$ cat src/rtl/mindy_reset_pkg.sv
// Shared definitions for the reset sequencer.
//   rst_state_e : sequencer states (IDLE, HOLD, WAIT_RDY, GAP)
//   CH_IDX_W    : width of the channel index k
//   cnt_width() : width of the shared down-counter, one bit wider than the
//                 clog2 of the largest cycle count it must be loaded with
package mindy_reset_pkg;

    typedef enum logic [1:0] {
        IDLE     = 2'd0,
        HOLD     = 2'd1,
        WAIT_RDY = 2'd2,
        GAP      = 2'd3
    } rst_state_e;

    localparam int CH_IDX_W = 3;

    function automatic int cnt_width(input int hold_c, input int stagger_c, input int timeout_c);
        int m;
        m = hold_c;
        if (stagger_c > m) m = stagger_c;
        if (timeout_c > m) m = timeout_c;
        return $clog2(m) + 1;
    endfunction

endpackage

$ cat src/rtl/mindy_rst_counter.sv
// Loadable down-counter with a zero flag.
//   clk, resetn : clock and asynchronous active-low reset (clears count)
//   load        : load load_val this cycle (takes priority over dec)
//   load_val    : value to load
//   dec         : decrement by one; saturates at zero, never wraps
//   count       : current value
//   zero        : count == 0
module mindy_rst_counter #(
    parameter int WIDTH = 8
) (
    input  logic             clk,
    input  logic             resetn,
    input  logic             load,
    input  logic [WIDTH-1:0] load_val,
    input  logic             dec,
    output logic [WIDTH-1:0] count,
    output logic             zero
);

    always_ff @(posedge clk or negedge resetn) begin
        if (!resetn) begin
            count <= '0;
        end else if (load) begin
            count <= load_val;
        end else if (dec && (count != '0)) begin
            count <= count - WIDTH'(1);
        end
    end

    assign zero = (count == '0);

endmodule

$ cat src/rtl/mindy_reset_sequencer.sv
// Staggered reset release for NUM_CH downstream channels.
// After reset (or any new_job) all channels are held in reset for
// HOLD_CYCLES, then released one at a time: channel k is released, the
// sequencer waits for ch_ready[k] (at most TIMEOUT_CYCLES), then waits a
// further gap before releasing channel k+1.
//   clk, resetn  : clock, asynchronous active-low reset
//   new_job      : level; restarts the sequence from HOLD in any state
//   ch_ready     : per-channel out-of-reset-complete indication
//   ch_resetn    : per-channel active-low reset (registered)
//   busy         : state is not IDLE (registered)
//   done         : one-cycle pulse when the last channel is ready/timed out
//   timeout_err  : sticky, set when any channel times out
//   err_ch       : index of the first channel that timed out
//   dbg_state    : current sequencer state
//
// Handshake: ch_ready is a level-sampled acknowledge with no back-pressure.
// It is only looked at for the channel currently released (index k) and only
// while in WAIT_RDY; a high sample there completes that channel. Ready bits
// of other channels, or in other states, have no effect.
module mindy_reset_sequencer
    import mindy_reset_pkg::*;
#(
    parameter int NUM_CH         = 4,
    parameter int HOLD_CYCLES    = 20,
    parameter int STAGGER_CYCLES = 4,
    parameter int TIMEOUT_CYCLES = 1000
) (
    input  logic                clk,
    input  logic                resetn,
    input  logic                new_job,
    input  logic [NUM_CH-1:0]   ch_ready,
    output logic [NUM_CH-1:0]   ch_resetn,
    output logic                busy,
    output logic                done,
    output logic                timeout_err,
    output logic [CH_IDX_W-1:0] err_ch,
    output rst_state_e          dbg_state
);

    localparam int CNT_W = cnt_width(HOLD_CYCLES, STAGGER_CYCLES, TIMEOUT_CYCLES);
    localparam logic [CNT_W-1:0]    HOLD_LOAD    = CNT_W'(HOLD_CYCLES);
    localparam logic [CNT_W-1:0]    STAGGER_LOAD = CNT_W'(STAGGER_CYCLES);
    localparam logic [CNT_W-1:0]    TIMEOUT_LOAD = CNT_W'(TIMEOUT_CYCLES);
    localparam logic [CH_IDX_W-1:0] LAST_CH      = CH_IDX_W'(NUM_CH - 1);

    rst_state_e          state_q, state_d;
    logic [CH_IDX_W-1:0] k_q, k_d, k_inc;
    logic                boot_q;
    logic [NUM_CH-1:0]   chr_d;
    logic                busy_d, done_d, terr_d;
    logic [CH_IDX_W-1:0] err_ch_d;
    logic                rdy_k;

    logic                cnt_load, cnt_dec, cnt_zero;
    logic [CNT_W-1:0]    cnt_load_val, cnt;
    logic                last_tick;

    mindy_rst_counter #(.WIDTH(CNT_W)) u_counter (
        .clk      (clk),
        .resetn   (resetn),
        .load     (cnt_load),
        .load_val (cnt_load_val),
        .dec      (cnt_dec),
        .count    (cnt),
        .zero     (cnt_zero)
    );

    // HOLD and WAIT_RDY act on the cycle the count would reach zero, so a
    // load of N gives exactly N cycles in the state. GAP acts once the count
    // is already zero, so it spans STAGGER_CYCLES+1 cycles (1 when 0).
    assign last_tick = (cnt <= CNT_W'(1));

    always_comb begin
        state_d      = state_q;
        k_d          = k_q;
        chr_d        = ch_resetn;
        done_d       = 1'b0;
        terr_d       = timeout_err;
        err_ch_d     = err_ch;
        cnt_load     = 1'b0;
        cnt_load_val = '0;
        cnt_dec      = 1'b0;
        k_inc        = k_q + CH_IDX_W'(1);

        rdy_k = 1'b0;
        for (int i = 0; i < NUM_CH; i++) begin
            if (k_q == CH_IDX_W'(i)) rdy_k = ch_ready[i];
        end

        // boot_q makes the first cycle out of reset behave like new_job.
        if (new_job || boot_q) begin
            state_d      = HOLD;
            k_d          = '0;
            chr_d        = '0;
            terr_d       = 1'b0;
            err_ch_d     = '0;
            cnt_load     = 1'b1;
            cnt_load_val = HOLD_LOAD;
        end else begin
            case (state_q)
                IDLE: state_d = IDLE;
                HOLD: begin
                    if (last_tick) begin
                        chr_d[0]     = 1'b1;
                        state_d      = WAIT_RDY;
                        cnt_load     = 1'b1;
                        cnt_load_val = TIMEOUT_LOAD;
                    end else begin
                        cnt_dec = 1'b1;
                    end
                end
                WAIT_RDY: begin
                    // A timeout completes the channel just like ready does.
                    if (rdy_k || last_tick) begin
                        if (!rdy_k) begin
                            terr_d = 1'b1;
                            if (!timeout_err) err_ch_d = k_q;
                        end
                        if (k_q == LAST_CH) begin
                            state_d = IDLE;
                            done_d  = 1'b1;
                        end else begin
                            state_d      = GAP;
                            cnt_load     = 1'b1;
                            cnt_load_val = STAGGER_LOAD;
                        end
                    end else begin
                        cnt_dec = 1'b1;
                    end
                end
                GAP: begin
                    if (cnt_zero) begin
                        for (int i = 0; i < NUM_CH; i++) begin
                            if (k_inc == CH_IDX_W'(i)) chr_d[i] = 1'b1;
                        end
                        k_d          = k_inc;
                        state_d      = WAIT_RDY;
                        cnt_load     = 1'b1;
                        cnt_load_val = TIMEOUT_LOAD;
                    end else begin
                        cnt_dec = 1'b1;
                    end
                end
                default: state_d = IDLE;
            endcase
        end

        busy_d = (state_d != IDLE);
    end

    always_ff @(posedge clk or negedge resetn) begin
        if (!resetn) begin
            state_q     <= IDLE;
            k_q         <= '0;
            boot_q      <= 1'b1;
            ch_resetn   <= '0;
            busy        <= 1'b0;
            done        <= 1'b0;
            timeout_err <= 1'b0;
            err_ch      <= '0;
        end else begin
            state_q     <= state_d;
            k_q         <= k_d;
            boot_q      <= 1'b0;
            ch_resetn   <= chr_d;
            busy        <= busy_d;
            done        <= done_d;
            timeout_err <= terr_d;
            err_ch      <= err_ch_d;
        end
    end

    assign dbg_state = state_q;

endmodule

$ cat config.mk
export PLATFORM = sky130hd
export DESIGN_NAME = mindy_reset_sequencer
export DESIGN_NICKNAME = d
export VERILOG_FILES = /design/src/rtl/mindy_reset_pkg.sv /design/src/rtl/mindy_rst_counter.sv /design/src/rtl/mindy_reset_sequencer.sv
export SDC_FILE = /design/constraint.sdc
export NUM_CORES = 1
export LEC_CHECK = 0
export BUFFER_PORTS_ARGS = -buffer_cell sky130_fd_sc_hd__buf_2
export CELL_PAD_IN_SITES_DETAIL_PLACEMENT = 0
export CELL_PAD_IN_SITES_GLOBAL_PLACEMENT = 1
export CORE_AREA = 2 2 93 68
export DETAILED_ROUTE_END_ITERATION = 10
export DIE_AREA = 0 0 95 70
export GPL_TIMING_DRIVEN = 0
export PLACE_DENSITY = 0.67
export RECOVER_POWER = 25
export SYNTH_ARGS = -nofsm -noshare
export SYNTH_HDL_FRONTEND = slang
export SYNTH_HIERARCHICAL = 1
export SYNTH_SLANG_ARGS = --single-unit
export TNS_END_PERCENT = 5
$ cat constraint.sdc
create_clock -name clk -period 5.1 [get_ports clk]
set_input_delay 0.255 -clock clk [delete_from_list [all_inputs] [get_ports clk]]
set_output_delay 0.255 -clock clk [all_outputs]
set_load 0.01 [all_outputs]
==> impl_summary.log <==
[metrics] Hold Path Depth: 3
[metrics] worst hold path startpoint: new_job
[metrics] crit path kind: reg -> reg
[metrics] standard cell with the maximum stage delay on the critical path: sky130_fd_sc_hd__o22ai_1
[metrics] final setup violating endpoints: 0
[metrics] post-synthesis instance total: 174
[metrics] # port buffers: 18
[metrics] Slowest Stage Delay on Critical Path: 0.55 ns
[metrics] post-synthesis to final-layout area growth: 14.52%
[metrics] post-layout instance area: 1914 um^2
[metrics] placeable core region: 5916 um^2
[metrics] startpoint type of the worst setup path: flop
[metrics] vias per inst: 4.942
[metrics] ratio of final minimum period to clock period: 0.6366
[metrics] unique cell type count in the Yosys netlist: 55
[metrics] proportion of netlist area held by the largest area contributor: 0.3892
[metrics] critical path arrival: between 3 and 4 ns
[metrics] Synth Area in Compound Gates: 0.2156
[metrics] most used flip-flop cell after synthesis: sky130_fd_sc_hd__dfrtp_1
[metrics] post-detailed-route count of antenna-violating nets: 0
[metrics] post-synthesis mux area share: 0.006737
[metrics] H-tree depth: 1
[metrics] number of global-route vias before repair: between 1k and 1.5k
[metrics] setup repair after global routing missed its margin: false
[metrics] capturing point of the worst reg2reg path: u_counter/count[9]$_DFFE_PN0P_
[metrics] cts repair resizes: 0
[metrics] fraction of met3 tracks used by global routing: 0.02589
[metrics] proportion of register bits with asynchronous set or reset after synthesis: 1.000
[metrics] Pwr Density: 215.0 nW/um^2
[metrics] Leakage: 0.0007810 uW
[metrics] layer with the highest usage after global routing: met1
[metrics] area share of fa/ha/maj cells after synthesis: 0.05240
[metrics] first-pass iteration count of the detailed router: 4
[metrics] data required time at the worst endpoint: 5.25 ns
[metrics] kind of path behind the tightest hold check: in -> reg
[metrics] fmax: approximately 310 MHz
[metrics] critical path capture point type: flop
[metrics] Post-route DRC: 0
[metrics] Antenna Diode Count: 0
[metrics] Iteration-0 DRC Markers: 136
[metrics] XOR/XNOR Fraction of Synth Area: 0.03144
[metrics] transition time at the pin with the least slew margin: around 1.5 ns
[metrics] number of antenna violations at the first check in global routing: 0
[metrics] post-layout total power: 411.7 uW
[metrics] Pins Over Slew Limit: 28
[metrics] met1 Usage GRT: 0.2295
[metrics] post-detailed-placement cell area: 1871 um^2
[metrics] pin count of the biggest net entering global routing: 28
[metrics] post-detailed-placement half-perimeter wirelength: 2996 um
[metrics] post-synthesis sequential area ratio: 0.4049
[metrics] Setup TNS: 0 ns
[metrics] MaxCap Viol Count: 1
[metrics] cell accounting for the most synthesized area: sky130_fd_sc_hd__dfrtp_1
[metrics] hold violation count in the final report: 0
[metrics] worst-case headroom to the max-slew limit: -0.01353
[metrics] hold path endpoint: timeout_err$_DFFE_PN0P_
[metrics] Die Height: 70 um
[metrics] final weighted congestion of routability-driven global placement: a little over 0.8
[metrics] final global-route overflow total: 0
[metrics] post-synthesis average cell area: 9.607 um^2
[metrics] hold buffer count at cts: 0
[metrics] number of warnings reported in the yosys synthesis log: 6
[metrics] post-CTS setup-driven buffer insertion count: 0
[metrics] reg2reg start: u_counter/count[1]$_DFFE_PN0P_
[metrics] CTS tree: done
[metrics] global-route wire length before repair: ~6700 um
[metrics] number of clock sinks seen by CTS: 27
[metrics] Max rail drop VDD: 0.00008380 V
[metrics] number of clock buffers inserted by TritonCTS: 3
[metrics] GR met2 Demand/Resource: 0.1545
[metrics] maximum root-to-sink buffer count: 2
[metrics] final core area utilization: 0.3236
[metrics] total wire length after detailed routing: 4058 um
[metrics] Area contributors post-synth: sky130_fd_sc_hd__dfrtp_1, sky130_fd_sc_hd__ha_1, sky130_fd_sc_hd__a21oi_1
[metrics] share of synthesized cell area in and, or, nand and nor gates: 0.2478
[metrics] global-route total usage across every layer: 0.1299
[metrics] violations in the final reports: max-capacitance violations, max-slew violations
[metrics] count of flip-flops with a built-in enable after synthesis: 0
[metrics] Max Fanout on Critical Path: 8
[metrics] combinational family with the most area after synthesis: simple AND/OR/NAND/NOR gates
[metrics] Net count, final: ~210
[metrics] overall die area: ~6700 um^2
[metrics] latest clock arrival within the worst-skew pair: 0.28 ns
[metrics] number of vias in the routed layout: between 1k and 1.5k
[metrics] Clk Tree Root Cell: sky130_fd_sc_hd__clkbuf_8
[metrics] worst reg-to-reg setup slack: 1.85 ns
[metrics] count of standard-cell rows: 24
[metrics] number of cells on the worst reg-to-reg path: 11
[metrics] worst clock skew: around 0.0048 ns
[metrics] series of cell instances along the critical path: inv_1 > ha_1 > nor4b_4 > and3_1 > nand2_1 > o211ai_1 > o22ai_1 > or4b_4 > a2111oi_2 > xnor2_1 > o21ai_1
[metrics] synthesis-stage register bit count: 27
[metrics] horizontal die dimension: 95 um
[metrics] routed wirelength normalized by instance count: 14.65 um
[metrics] run status: complete, but fails checks
[metrics] initial core utilization: 0.2826
[metrics] I/O Pins: 19
[metrics] clock-pin slew reported for the worst setup and hold paths after clock tree synthesis: approximately 0.090 ns
[metrics] mapped cell area: between 1500 and 2000 um^2
[metrics] share of post-route cells with drive strength above 1: 0.1759
[metrics] post-layout minimum cycle time: 3.247 ns
## worst max path at each step
| stage | cells past startpoint | to | slack [ns] | startpoint |
|---|---|---|---|---|
| after CTS | 11 | u_counter/count[9]$_DFFE_PN0P_ | 1.91 | u_counter/count[1]$_DFFE_PN0P_ |
| after global placement | 11 | u_counter/count[9]$_DFFE_PN0P_ | 1.94 | u_counter/count[1]$_DFFE_PN0P_ |
| after global routing | 11 | u_counter/count[9]$_DFFE_PN0P_ | 1.69 | u_counter/count[1]$_DFFE_PN0P_ |
| after floorplan | 11 | u_counter/count[9]$_DFFE_PN0P_ | 2.39 | u_counter/count[1]$_DFFE_PN0P_ |
| after detailed placement | 11 | u_counter/count[9]$_DFFE_PN0P_ | 1.96 | u_counter/count[1]$_DFFE_PN0P_ |
| final | 11 | u_counter/count[9]$_DFFE_PN0P_ | 1.85 | u_counter/count[1]$_DFFE_PN0P_ |
## layer usage
metal,vias to the layer above,part of all wire
met5,-,0
met4,0,0.0071
met3,4,0.036
met2,27,0.37
met1,651,0.59
li1,687,-
## kinds of logic (layout without fill, tap and decap cells)
logic type | after synthesis | count (layout)
AOI/OAI and AO/OA | 48 | 48
xor gates and xnor gates | 6 | 6
muxes | 1 | 1
adders and majority gates | 7 | 7
and+or+nand+nor | 67 | 67
DFF | 27 | 27
other | 1 | 4
buffers and inverters | 17 | 39
## registers in the layout, summed over array words and instances (netlist names)
| register | flops |
|---|---|
| boot_q | 1 |
| busy | 1 |
| ch_resetn | 4 |
| dbg_state | 2 |
| done | 1 |
| err_ch | 3 |
| k_q | 3 |
| timeout_err | 1 |
| u_counter/count | 11 |
## layout by cell type (no fill, tap or decap), drive strengths merged, types with 2 or more instances in the layout
cell,instances
a311o,2
o21ai,9
nor2,13
nand2,17
and2,2
xnor2,4
o311ai,2
and3,2
nand4,7
a31oi,2
conb,4
a21oi,14
nand3,5
a311oi,2
a2111oi,3
nor3,4
clkbuf,9
inv,12
nand2b,2
o31ai,3
dfrtp,26
buf,18
nor3b,2
or3,4
xor2,2
ha,7
nor4,3
## per-stage QoR
| step | instances | hold slack (ns) | worst slack [ns] |
|---|---|---|---|
| 2_1_floorplan | 177 | -0.04059 | 2.386 |
| 3_3_place_gp | 273 | 0.3150 | 1.944 |
| 3_5_place_dp | 273 | 0.3235 | 1.956 |
| 4_1_cts | 277 | 0.008601 | 1.905 |
| 5_1_grt | 277 | 0.2544 | 1.686 |
| 6_report | 277 | 0.2571 | 1.853 |
## where the power goes
part / leakage, uW / switching, uW / total (uW) / internal, uW
Sequential: 0.000351 / 10.1 / 230 / 220
Combinational: 0.000407 / 35.4 / 56.5 / 21.0
Clock: 0.0000228 / 69.0 / 125 / 56.1
Total: 0.000781 / 115 / 412 / 297
## area by class of cell
| cell class | count | area (um^2) |
|---|---|---|
| flip-flops and latches | 27 | 676.9 |
| plain buffers | 5 | 20.02 |
| well taps | 78 | 97.59 |
| fillers | 591 | 4001 |
| inverters | 12 | 45.04 |
| multi-input cells | 133 | 940.9 |
| repair buffers | 18 | 88.84 |
| clock buffers | 4 | 45.04 |
## critical path: cells and delay by family (launching register included)
kind | cells | cell delay, ns
adder cells (fa/ha/maj) | 1 | 0.22
buffers and inverters | 1 | 0.08
AND/OR/NAND/NOR | 4 | 1.06
XOR/XNOR | 1 | 0.17
flip-flops | 1 | 0.43
AO/OA/AOI/OAI | 4 | 1.14
## cells in the mapped netlist (all sizes together) (2+ instances only)
library cell  instances
nand2                17
xor2                  2
a21oi                14
nor4                  3
a311oi                2
nor3b                 2
xnor2                 4
nor2                 13
and2                  2
nand4                 7
o21ai                 9
a2111oi               3
inv                  12
o31ai                 3
or3                   4
o311ai                2
nor3                  4
nand3                 5
nand2b                2
clkbuf                4
dfrtp                26
and3                  2
a31oi                 2
ha                    7
a311o                 2
No activity file was read; power rests on OpenSTA's default activity.
